File: config.mk
export PLATFORM = sky130hd
export DESIGN_NAME = cvp14_synth
export DESIGN_NICKNAME = d
export VERILOG_FILES = /design/src/rtl/cvp14_synth.sv
export SDC_FILE = /design/constraint.sdc
export NUM_CORES = 1
export LEC_CHECK = 0
export CAP_MARGIN = 20
export CORE_AREA = 2 2 159 161
export DETAILED_ROUTE_END_ITERATION = 8
export DIE_AREA = 0 0 161 163
export GPL_ROUTABILITY_DRIVEN = 1
export PLACE_DENSITY = 0.78
export SKIP_CTS_REPAIR_TIMING = 1
export SLEW_MARGIN = 40
export SYNTH_ARGS = -nofsm -noshare
export SYNTH_HDL_FRONTEND = slang
export SYNTH_SLANG_ARGS = --single-unit
File: constraint.sdc
create_clock -name Clk1 -period 5 [get_ports Clk1]
set_clock_uncertainty 0.15 [all_clocks]
set_input_delay 0.5 -clock Clk1 [delete_from_list [all_inputs] [get_ports Clk1]]
set_output_delay 0.5 -clock Clk1 [all_outputs]
set_load 0.03 [all_outputs]
File: src/rtl/cvp14_synth.sv
// cvp14_synth: multi-cycle 16-bit scalar core (fetch/decode/execute, one instruction at a time).
// Latency: ALU/branch/ST/NOP = 3 cycles, LD = 4 cycles; HALT is terminal until Reset.
// Backpressure: none - DRAM is fixed-timing (read data valid the cycle after RD).
//
// Ports:
//   Clk1    in   1  system clock, rising edge
//   Reset   in   1  synchronous active-high reset
//   DataIn  in  16  DRAM read data (valid the cycle after RD)
//   Addr    out 16  DRAM word address
//   RD      out  1  DRAM read strobe
//   WR      out  1  DRAM write strobe
//   DataOut out 16  DRAM write data
//   V       out  1  overflow flag, written only by ADD
//
// Build option: CVP14_SAT_ADD_EN - when defined, ADD saturates on signed
// overflow (0x7FFF / 0x8000) instead of wrapping; V is set either way.
//
// All bus outputs are registered: each state computes the outputs of the
// state it hands over to, so the DRAM sees clean signals at every edge.

module cvp14_synth #(
    parameter logic [15:0] RESET_PC = 16'h0000
) (
    input  logic        Clk1,
    input  logic        Reset,
    input  logic [15:0] DataIn,
    output logic [15:0] Addr,
    output logic        RD,
    output logic        WR,
    output logic [15:0] DataOut,
    output logic        V
);

    typedef enum logic [2:0] {
        S_RST, S_FETCH, S_DECODE, S_EXEC, S_MEMRD, S_HALT
    } state_t;

    localparam logic [3:0] OP_ADD  = 4'h0;
    localparam logic [3:0] OP_AND  = 4'h1;
    localparam logic [3:0] OP_LLB  = 4'h2;
    localparam logic [3:0] OP_LHB  = 4'h3;
    localparam logic [3:0] OP_LD   = 4'h4;
    localparam logic [3:0] OP_ST   = 4'h5;
    localparam logic [3:0] OP_J    = 4'h6;
    localparam logic [3:0] OP_BOV  = 4'h7;
    localparam logic [3:0] OP_HALT = 4'hF;

    state_t      r_state;
    logic [15:0] r_pc;
    logic [15:0] r_ir;
    logic [15:0] r_regs [8];
    logic        r_v;
    logic [15:0] r_addr;
    logic        r_rd;
    logic        r_wr;
    logic [15:0] r_dout;

    // Decode-time view: the instruction is still on DataIn, so the LD/ST
    // address and store data are formed from it directly.
    logic [3:0]  w_dec_op;
    logic [15:0] w_dec_ea;
    logic [15:0] w_dec_st_dat;

    assign w_dec_op     = DataIn[15:12];
    assign w_dec_ea     = r_regs[DataIn[8:6]] + {{10{DataIn[5]}}, DataIn[5:0]};
    assign w_dec_st_dat = r_regs[DataIn[11:9]];

    // Execute-time view, from the latched instruction.
    logic [3:0]  w_op;
    logic [2:0]  w_rd;
    logic [15:0] w_rs_val;
    logic [15:0] w_rt_val;
    logic [15:0] w_rd_val;
    logic [15:0] w_sum;
    logic        w_ovf;
    logic [15:0] w_add_res;
    logic [15:0] w_br_tgt;
    logic        w_taken;
    logic [15:0] w_pc_next;

    assign w_op     = r_ir[15:12];
    assign w_rd     = r_ir[11:9];
    assign w_rs_val = r_regs[r_ir[8:6]];
    assign w_rt_val = r_regs[r_ir[5:3]];
    assign w_rd_val = r_regs[w_rd];
    assign w_sum    = w_rs_val + w_rt_val;
    // Signed overflow: operands agree in sign, result does not.
    assign w_ovf    = (w_rs_val[15] == w_rt_val[15]) && (w_sum[15] != w_rs_val[15]);

`ifdef CVP14_SAT_ADD_EN
    assign w_add_res = !w_ovf ? w_sum : (w_rs_val[15] ? 16'h8000 : 16'h7FFF);
`else
    assign w_add_res = w_sum;
`endif

    // r_pc already holds PCi+1 in EXEC, so the target is PCi+1+off12.
    assign w_br_tgt  = r_pc + {{4{r_ir[11]}}, r_ir[11:0]};
    assign w_taken   = (w_op == OP_J) || ((w_op == OP_BOV) && r_v);
    assign w_pc_next = w_taken ? w_br_tgt : r_pc;

    // Register-file write port: ALU results in EXEC, load data in MEMRD.
    logic        w_wb_en;
    logic [15:0] w_wb_val;

    always_comb begin
        w_wb_en  = 1'b0;
        w_wb_val = 16'h0000;
        if (r_state == S_EXEC) begin
            case (w_op)
                OP_ADD: begin w_wb_en = 1'b1; w_wb_val = w_add_res; end
                OP_AND: begin w_wb_en = 1'b1; w_wb_val = w_rs_val & w_rt_val; end
                OP_LLB: begin w_wb_en = 1'b1; w_wb_val = {{8{r_ir[7]}}, r_ir[7:0]}; end
                OP_LHB: begin w_wb_en = 1'b1; w_wb_val = {r_ir[7:0], w_rd_val[7:0]}; end
                default: ;
            endcase
        end else if (r_state == S_MEMRD) begin
            w_wb_en  = 1'b1;
            w_wb_val = DataIn;
        end
    end

    always_ff @(posedge Clk1) begin
        if (Reset) begin
            r_state <= S_RST;
            r_pc    <= RESET_PC;
            r_ir    <= 16'h0000;
            r_v     <= 1'b0;
            r_addr  <= 16'h0000;
            r_rd    <= 1'b0;
            r_wr    <= 1'b0;
            r_dout  <= 16'h0000;
            for (int i = 0; i < 8; i++) r_regs[i] <= 16'h0000;
        end else begin
            // r0 is hard-wired to zero by never writing it.
            if (w_wb_en && (w_rd != 3'd0)) r_regs[w_rd] <= w_wb_val;

            case (r_state)
                S_RST: begin
                    r_state <= S_FETCH;
                    r_addr  <= r_pc;
                    r_rd    <= 1'b1;
                end
                S_FETCH: begin
                    r_state <= S_DECODE;
                    r_addr  <= r_pc;
                    r_rd    <= 1'b0;
                end
                S_DECODE: begin
                    r_ir    <= DataIn;
                    r_pc    <= r_pc + 16'd1;
                    r_state <= S_EXEC;
                    if (w_dec_op == OP_LD) begin
                        r_addr <= w_dec_ea;
                        r_rd   <= 1'b1;
                    end else if (w_dec_op == OP_ST) begin
                        r_addr <= w_dec_ea;
                        r_wr   <= 1'b1;
                        r_dout <= w_dec_st_dat;
                    end else begin
                        r_addr <= r_pc + 16'd1;
                    end
                end
                S_EXEC: begin
                    r_wr   <= 1'b0;
                    r_dout <= 16'h0000;
                    if (w_op == OP_ADD) r_v <= w_ovf;
                    if (w_op == OP_LD) begin
                        r_state <= S_MEMRD;
                        r_addr  <= r_pc;
                        r_rd    <= 1'b0;
                    end else if (w_op == OP_HALT) begin
                        r_state <= S_HALT;
                        r_addr  <= r_pc;
                        r_rd    <= 1'b0;
                    end else begin
                        r_state <= S_FETCH;
                        r_pc    <= w_pc_next;
                        r_addr  <= w_pc_next;
                        r_rd    <= 1'b1;
                    end
                end
                S_MEMRD: begin
                    r_state <= S_FETCH;
                    r_addr  <= r_pc;
                    r_rd    <= 1'b1;
                end
                S_HALT: begin
                    r_rd <= 1'b0;
                    r_wr <= 1'b0;
                end
                default: r_state <= S_RST;
            endcase
        end
    end

    assign Addr    = r_addr;
    assign RD      = r_rd;
    assign WR      = r_wr;
    assign DataOut = r_dout;
    assign V       = r_v;

endmodule

==> insert_results.sql, run 1 <==
INSERT INTO impl_metrics (metric_group, metric, value, unit) VALUES
('status', 'status', 'complete, no violations', ''),
('setup_path', 'critical_path_class', 'reg2reg', ''),
('logic_synthesis', 'synth.yosys.seq_area_share', '36.90', '%'),
('setup_path', 'launching_element_type_of_the_critical_path', 'flop', ''),
('global_routing', 'use_met3', '7.283', '%'),
('floorplan', 'start_util', '58.93', '%'),
('final_layout', 'synthToLayoutAreaGrowth', '12.47', '%'),
('clocking', 'cts.root.buffer_cell', 'sky130_fd_sc_hd__clkbuf_16', ''),
('clocking', 'clock_insertion_delay_worst_skew', '0.54', 'ns'),
('clocking', 'cts-buffers-inserted', '24', ''),
('logic_synthesis', 'postSynthRegisterBits', '204', ''),
('final_layout', 'finalNetCount', '1470', ''),
('detailed_routing', 'drt_pre_antenna_iters', '9', ''),
('detailed_routing', 'routed_len_inst', '25.15', 'µm'),
('floorplan', 'die_area', '26240', 'µm²'),
('logic_synthesis', 'yosys_warn_count', '0', ''),
('setup_path', 'worst-path-max-fanout', '7', ''),
('global_routing', 'gr_busiest_metal', 'met2', ''),
('pwr', 'ratio_of_total_power_to_cell_area', '324.8', 'nW/µm²'),
('place', 'dp_cells', '1703', ''),
('clocking', 'cts_h_tree_lvls', '1', ''),
('final_layout', 'regArea', '5368', 'µm²'),
('global_routing', 'grt_antenna_before_repair', '0', ''),
('final_layout', 'num_antenna_cells', '0', ''),
('final_layout', 'finalNonFillerCells', '1750', ''),
('logic_synthesis', 'netlist.area_leader.share', '26.43', '%'),
('final_layout', 'stdcell_area', '16350', 'µm²'),
('logic_synthesis', 'synthDistinctLibCells', '74', ''),
('detailed_routing', 'route.vias.total', '12310', ''),
('logic_synthesis', 'synth_largest_area_cell', 'sky130_fd_sc_hd__edfxtp_1', ''),
('setup_path', 'timing.critical_path.slowest_cell_delay', '0.51', 'ns'),
('setup_path', 'critical-path-slowest-cell', 'sky130_fd_sc_hd__edfxtp_1', ''),
('worst_hold_path', 'whs_path_depth', '2', ''),
('timing', 'setup_viol', '0', ''),
('logic_synthesis', 'synthArstFlopShare', '0', '%'),
('setup_path', 'worst-r2r-cell-count', '13', ''),
('floorplan', 'num_io_pins', '53', ''),
('logic_synthesis', 'synth_area_per_cell', '10.64', 'µm²'),
('timing', 'drv_slew', '0', ''),
('floorplan', 'core', '24670', 'µm²'),
('global_routing', 'met1_usage', '42.36', '%'),
('place', 'pre_cts_slack', '0.4344', 'ns'),
('place', 'placedInstanceArea', '15460', 'µm²'),
('setup_path', 'crit_chain', 'mux4_2 -> mux2_2 -> ha_1 -> fa_1 -> a21o_1 -> a21oi_2 -> o211ai_2 -> a211oi_2 -> o21bai_1 -> a21oi_1 -> xnor2_1 -> a221oi_4 -> nor2_1', ''),
('timing', 'fin_hold_ws', '0.3052', 'ns'),
('pwr', 'report.power.total', '5.311', 'mW'),
('floorplan', 'rows', '58', ''),
('timing', 'fin_crit', '4.376', 'ns'),
('setup_path', 'crit_path_end_kind', 'flop', ''),
('global_routing', 'gr-usage-met2', '54.96', '%'),
('logic_synthesis', 'synth-edff-count', '128', ''),
('setup_path', 'arrival', '4.49', 'ns'),
('final_layout', 'fill_cells', '1811', ''),
('pwr', 'p_switching', '1.616', 'mW'),
('pwr', 'power.ir.vdd_worst', '0.0002287', 'V'),
('clocking', 'cts_buffer_depth', '3', ''),
('global_routing', 'groute.usage.overall', '33.47', '%'),
('clocking', 'cts.clk_slew.worst_paths', '0.07', 'ns'),
('pwr', 'clock_power_share', '37.0', '%'),
('setup_path', 'worst-endpoint-required', '5.12', 'ns'),
('clocking', 'tritoncts', 'done', ''),
('final_layout', 'final_util', '66.28', '%'),
('timing', 'share_of_the_clock_period_used_by_the_worst_path', '87.53', '%'),
('detailed_routing', 'routed_wl', '44020', 'µm'),
('global_routing', 'grt_pass1_wl', '67830', 'µm'),
('logic_synthesis', 'ys_top_cells_by_area', 'sky130_fd_sc_hd__edfxtp_1 (26%), sky130_fd_sc_hd__mux4_2 (20%), sky130_fd_sc_hd__dfxtp_1 (10%), sky130_fd_sc_hd__nor2_1 (5.9%), sky130_fd_sc_hd__ha_1 (4.0%)', ''),
('job', 'maxCapViolations', '0', ''),
('timing', 'rsz0062_at_grt', 'no', ''),
('place', 'port-buffer-count', '52', ''),
('detailed_routing', 'detail_route.drc_violations', '0', ''),
('global_routing', 'grt_pass1_vias', '11950', '');
-- state kept, by name, indices dropped and copies added (netlist names), named ones only --
signal,count
RD,1
r_ir,16
r_pc,16
V,1
WR,1
r_regs,128
r_state,3
Addr,16
DataOut,16
-- kinds of logic after synthesis --
| kind of cell | after synthesis | share of synthesized area [%] |
|---|---|---|
| buf+inv | 117 | 3.098 |
| compound gates | 297 | 13.66 |
| fa+ha+maj | 50 | 4.457 |
| simple gates | 444 | 13.43 |
| xor+xnor | 51 | 3.072 |
| other cells | 1 | 0.02579 |
| flops | 204 | 36.90 |
| mux | 202 | 25.36 |
-- layer usage --
layer	share of wire [%]	vias up	wire length (µm)
met2	47	890	20750
met3	12	202	5135
met1	35	5964	15610
li1	-	5256	-
met4	5.7	0	2525
met5	0	-	0
-- cells in the final DEF, fill, tap and decap left out, types with 25 or more instances in the layout --
| cell | count |
|---|---|
| sky130_fd_sc_hd__dfxtp_1 | 74 |
| sky130_fd_sc_hd__o21ai_0 | 65 |
| sky130_fd_sc_hd__ha_1 | 47 |
| sky130_fd_sc_hd__clkdlybuf4s50_1 | 48 |
| sky130_fd_sc_hd__buf_4 | 39 |
| sky130_fd_sc_hd__nor2_1 | 229 |
| sky130_fd_sc_hd__xnor2_1 | 37 |
| sky130_fd_sc_hd__nand2_1 | 101 |
| sky130_fd_sc_hd__mux4_2 | 128 |
| sky130_fd_sc_hd__edfxtp_1 | 128 |
| sky130_fd_sc_hd__mux2_2 | 51 |
| sky130_fd_sc_hd__clkbuf_16 | 25 |
| sky130_fd_sc_hd__a21oi_1 | 92 |
-- worst paths after layout --
path,slack (ns),end,startpoint
hold / removal,0.31,Addr[0],Addr[0]
setup / recovery,0.62,r_regs[7][12],r_regs[7][0]
hold reg to reg,0.31,Addr[0],Addr[0]
setup reg to reg,0.62,r_regs[7][12],r_regs[7][0]
-- layout make-up --
class | instances | area share, %
multi-input combinational | 1060 | 53.73
sequential | 204 | 32.82
clock inverter | 13 | 1.415
timing repair buffer | 95 | 5.157
tap | 330 | 2.525
inverter | 17 | 0.3902
clock buffer | 31 | 3.963
-- power by group through the flow --
| stage | Sequential [mW] | Clock, mW | Combinational, mW |
|---|---|---|---|
| after detailed placement | 2.01 | 0 | 1.32 |
| after CTS | 1.97 | 1.97 | 1.34 |
| after global routing | 1.99 | 2.03 | 1.46 |
| final | 1.98 | 1.97 | 1.36 |
| after global placement | 2.00 | 0 | 1.29 |
| after floorplan | 1.98 | 0 | 0.997 |
-- critical path, delay by kind of cell (launching register included) --
| kind | cells | cell delay (ns) |
|---|---|---|
| adders and majority gates | 2 | 0.74 |
| muxes | 2 | 0.79 |
| and+or+nand+nor | 1 | 0.09 |
| AOI/OAI and AO/OA | 7 | 1.70 |
| DFF | 1 | 0.51 |
| xor gates and xnor gates | 1 | 0.14 |
Power figures use the tool's default switching activity.
==> run 2, diff against run 1 <==
--- a/config.mk
+++ b/config.mk
@@ -12,7 +12,6 @@
 export GPL_ROUTABILITY_DRIVEN = 1
 export PLACE_DENSITY = 0.78
 export SKIP_CTS_REPAIR_TIMING = 1
-export SLEW_MARGIN = 40
 export SYNTH_ARGS = -nofsm -noshare
 export SYNTH_HDL_FRONTEND = slang
 export SYNTH_SLANG_ARGS = --single-unit
==> run 2 against run 1 <==
Critical path depth unchanged. Register-to-register slack worse by 0.04 ns. Worst hold slack about the same. Power down 2.9%. Flip-flop and latch count unchanged. Largest cell class unchanged.
==> insert_results.sql, run 2 (synthesis gave the netlist of run 1 again) <==
INSERT INTO impl_metrics (metric_group, metric, value, unit) VALUES
('status', 'status', 'complete, no violations', ''),
('global_routing', 'grt_pass1_vias', '12050', ''),
('place', 'dp_cells', '1702', ''),
('setup_path', 'worst-r2r-cell-count', '13', ''),
('global_routing', 'gr_busiest_metal', 'met2', ''),
('setup_path', 'crit_family', 'compound AO/OA/AOI/OAI gates', ''),
('final_layout', 'synthToLayoutAreaGrowth', '11.93', '%'),
('pwr', 'ratio_of_total_power_to_cell_area', '317.0', 'nW/µm²'),
('setup_path', 'crit_path_end_kind', 'flop', ''),
('timing', 'setup_viol', '0', ''),
('worst_hold_path', 'hold_path_class', 'reg2reg', ''),
('detailed_routing', 'drtIter0Drc', '1937', ''),
('timing', 'worst_pin_slew', '0.9939', 'ns'),
('clocking', 'cts_buffer_depth', '3', ''),
('final_layout', 'post_route_cells_drive_above_1_share', '20.41', '%'),
('final_layout', 'layout.cells.most_common', 'sky130_fd_sc_hd__nor2_1', ''),
('pwr', 'static-leakage-power', '5.545', 'nW'),
('final_layout', 'finalNonFillerCells', '1747', ''),
('floorplan', 'die_x', '161', 'µm'),
('setup_path', 'crit_chain', 'buf_4 -> mux4_2 -> mux2_2 -> ha_1 -> a21o_1 -> a21oi_2 -> o211ai_2 -> a211oi_2 -> o21ai_1 -> a31oi_2 -> xnor2_1 -> a221oi_4 -> nor2_1', ''),
('detailed_routing', 'vias_per_cell', '6.991', ''),
('pwr', 'power.ir.vdd_worst', '0.0002306', 'V'),
('setup_path', 'launching_element_type_of_the_critical_path', 'flop', ''),
('setup_path', 'worst-path-max-fanout', '22', ''),
('global_routing', 'gr-usage-met2', '56.01', '%'),
('detailed_routing', 'route.vias.total', '12210', ''),
('timing', 'finalSetupTns', '0', 'ns'),
('clocking', 'cts.clk_slew.worst_paths', '0.07', 'ns'),
('timing', 'share_of_the_clock_period_used_by_the_worst_path', '88.42', '%'),
('detailed_routing', 'routed_len_inst', '25.27', 'µm'),
('setup_path', 'critical_path_class', 'reg2reg', ''),
('detailed_routing', 'postRouteAntennaNets', '0', ''),
('floorplan', 'die_y', '163', 'µm'),
('setup_path', 'worst_r2r_endpoint', 'r_regs[2][14]', ''),
('global_routing', 'use_met3', '5.984', '%'),
('final_layout', 'register_bank_with_the_most_flops', 'r_regs', ''),
('global_routing', 'grt_antenna_before_repair', '0', ''),
('timing', 'fmax', '0.2262', 'GHz'),
('floorplan', 'num_io_pins', '53', ''),
('setup_path', 'timing.critical_path.slowest_cell_delay', '0.58', 'ns'),
('place', 'port-buffer-count', '52', ''),
('setup_path', 'worst-endpoint-required', '5.11', 'ns'),
('clocking', 'cts.root.buffer_cell', 'sky130_fd_sc_hd__clkbuf_16', ''),
('global_routing', 'globalRoute.totalOverflow', '0', ''),
('place', 'gp_congestion', '0.9442', ''),
('detailed_routing', 'drt_pre_antenna_iters', '8', ''),
('timing', 'hold_violations', '0', ''),
('clocking', 'cts-buffers-inserted', '24', ''),
('global_routing', 'met1_usage', '43.40', '%'),
('detailed_routing', 'routed_wl', '44140', 'µm'),
('floorplan', 'core', '24670', 'µm²'),
('floorplan', 'rows', '58', ''),
('setup_path', 'r2r_setup_slack', '0.58', 'ns'),
('global_routing', 'groute.usage.overall', '33.84', '%'),
('clocking', 'clock_insertion_delay_worst_skew', '0.53', 'ns'),
('timing', 'fin_crit', '4.421', 'ns'),
('clocking', 'tritoncts', 'done', ''),
('place', 'dpl.hpwl', '30850', 'µm'),
('detailed_routing', 'detail_route.drc_violations', '0', ''),
('timing', 'worst_slew_margin_rel', '33.53', '%'),
('final_layout', 'largest_register_ffs', '128', ''),
('setup_path', 'critPathBufInv', '1', ''),
('final_layout', 'commonest_cells_after_routing_fill_and_taps_aside', 'sky130_fd_sc_hd__nor2_1 (229), sky130_fd_sc_hd__mux4_2 (128), sky130_fd_sc_hd__edfxtp_1 (128), sky130_fd_sc_hd__nand2_1 (101), sky130_fd_sc_hd__a21oi_1 (92)', ''),
('setup_path', 'worstSetupPathDepth', '13', ''),
('setup_path', 'cp-endpoint', 'r_regs[2][14]', ''),
('global_routing', 'grt_start_max_net_pins', '67', ''),
('floorplan', 'start_util', '58.93', '%'),
('setup_path', 'critical-path-slowest-cell', 'sky130_fd_sc_hd__mux4_2', ''),
('timing', 'drv_slew', '0', ''),
('job', 'maxCapViolations', '0', ''),
('clocking', 'cts_h_tree_lvls', '1', ''),
('setup_path', 'arrival', '4.53', 'ns'),
('floorplan', 'die_area', '26240', 'µm²'),
('timing', 'rsz0062_at_grt', 'no', ''),
('global_routing', 'grt_pass1_wl', '68680', 'µm'),
('clocking', 'tritoncts_num_sinks', '204', ''),
('final_layout', 'finalNetCount', '1466', '');
[run 2: cell count changes in the layout (fill, tap and decap cells not counted), sizes merged]
cell,delta
buf,-5
bufinv,-4
clkinv,+3
clkbuf,+2
clkdlybuf4s50,+1
clkinvlp,-1
diode,+1
[run 2: worst register-to-register path, stage by stage, from the launching register on]
cell                       delay, ns
sky130_fd_sc_hd__dfxtp_2        0.40
sky130_fd_sc_hd__buf_4          0.45
sky130_fd_sc_hd__mux4_2         0.60
sky130_fd_sc_hd__mux2_2         0.29
sky130_fd_sc_hd__ha_1           0.33
sky130_fd_sc_hd__a21o_1         0.22
sky130_fd_sc_hd__a21oi_2        0.18
sky130_fd_sc_hd__o211ai_2       0.14
sky130_fd_sc_hd__a211oi_2       0.33
sky130_fd_sc_hd__o21ai_1        0.13
sky130_fd_sc_hd__a31oi_2        0.20
sky130_fd_sc_hd__xnor2_1        0.12
sky130_fd_sc_hd__a221oi_4       0.50
sky130_fd_sc_hd__nor2_1         0.11
[run 2: metal layers]
layer | wire (µm) | vias up | part of all wire (%)
met2 | 20970 | 904 | 48
met1 | 15700 | 5877 | 36
li1 | - | 5237 | -
met4 | 2395 | 0 | 5.4
met3 | 5073 | 195 | 11
met5 | 0 | - | 0
[run 2: per-stage QoR]
stage | utilization [%] | power (mW) | setup slack [ns] | hold WS (ns) | area (µm²)
3_5_place_dp | 62.62 | 3.327 | 0.4412 | 0.2982 | 15450
5_1_grt | 65.95 | 5.338 | 0.3612 | 0.3364 | 16270
4_1_cts | 65.95 | 5.132 | 0.6219 | 0.3065 | 16270
2_1_floorplan | - | 2.977 | 0.4512 | 0.3041 | 14600
6_report | 65.96 | 5.159 | 0.5791 | 0.3051 | 16270
3_3_place_gp | 62.62 | 3.292 | 0.5279 | 0.2907 | 15450
[run 2: cell type report]
type / instances / area, µm²
clock inverter: 11 / 112.6
clock buffer: 33 / 708.2
tap: 330 / 412.9
fill: 1850 / 8399
inverter: 17 / 63.81
timing repair buffer: 91 / 825.8
antenna: 1 / 2.502
multi-input combinational: 1060 / 8781
sequential: 204 / 5368
[run 2: how the worst min path moves through the flow]
stage / start / end / cells past startpoint
after floorplan: r_ir[8] / flop / 2
after global placement: Addr[0] / Addr[0] / 2
after detailed placement: Addr[0] / Addr[0] / 2
after CTS: Addr[0] / Addr[0] / 2
after global routing: Addr[5] / Addr[5] / 2
final: Addr[0] / Addr[0] / 2
[run 2: power breakdown]
part | internal (mW) | switching (mW)
clock | 1.10 | 0.725
sequential | 1.87 | 0.114
combinational | 0.595 | 0.762
total | 3.56 | 1.60
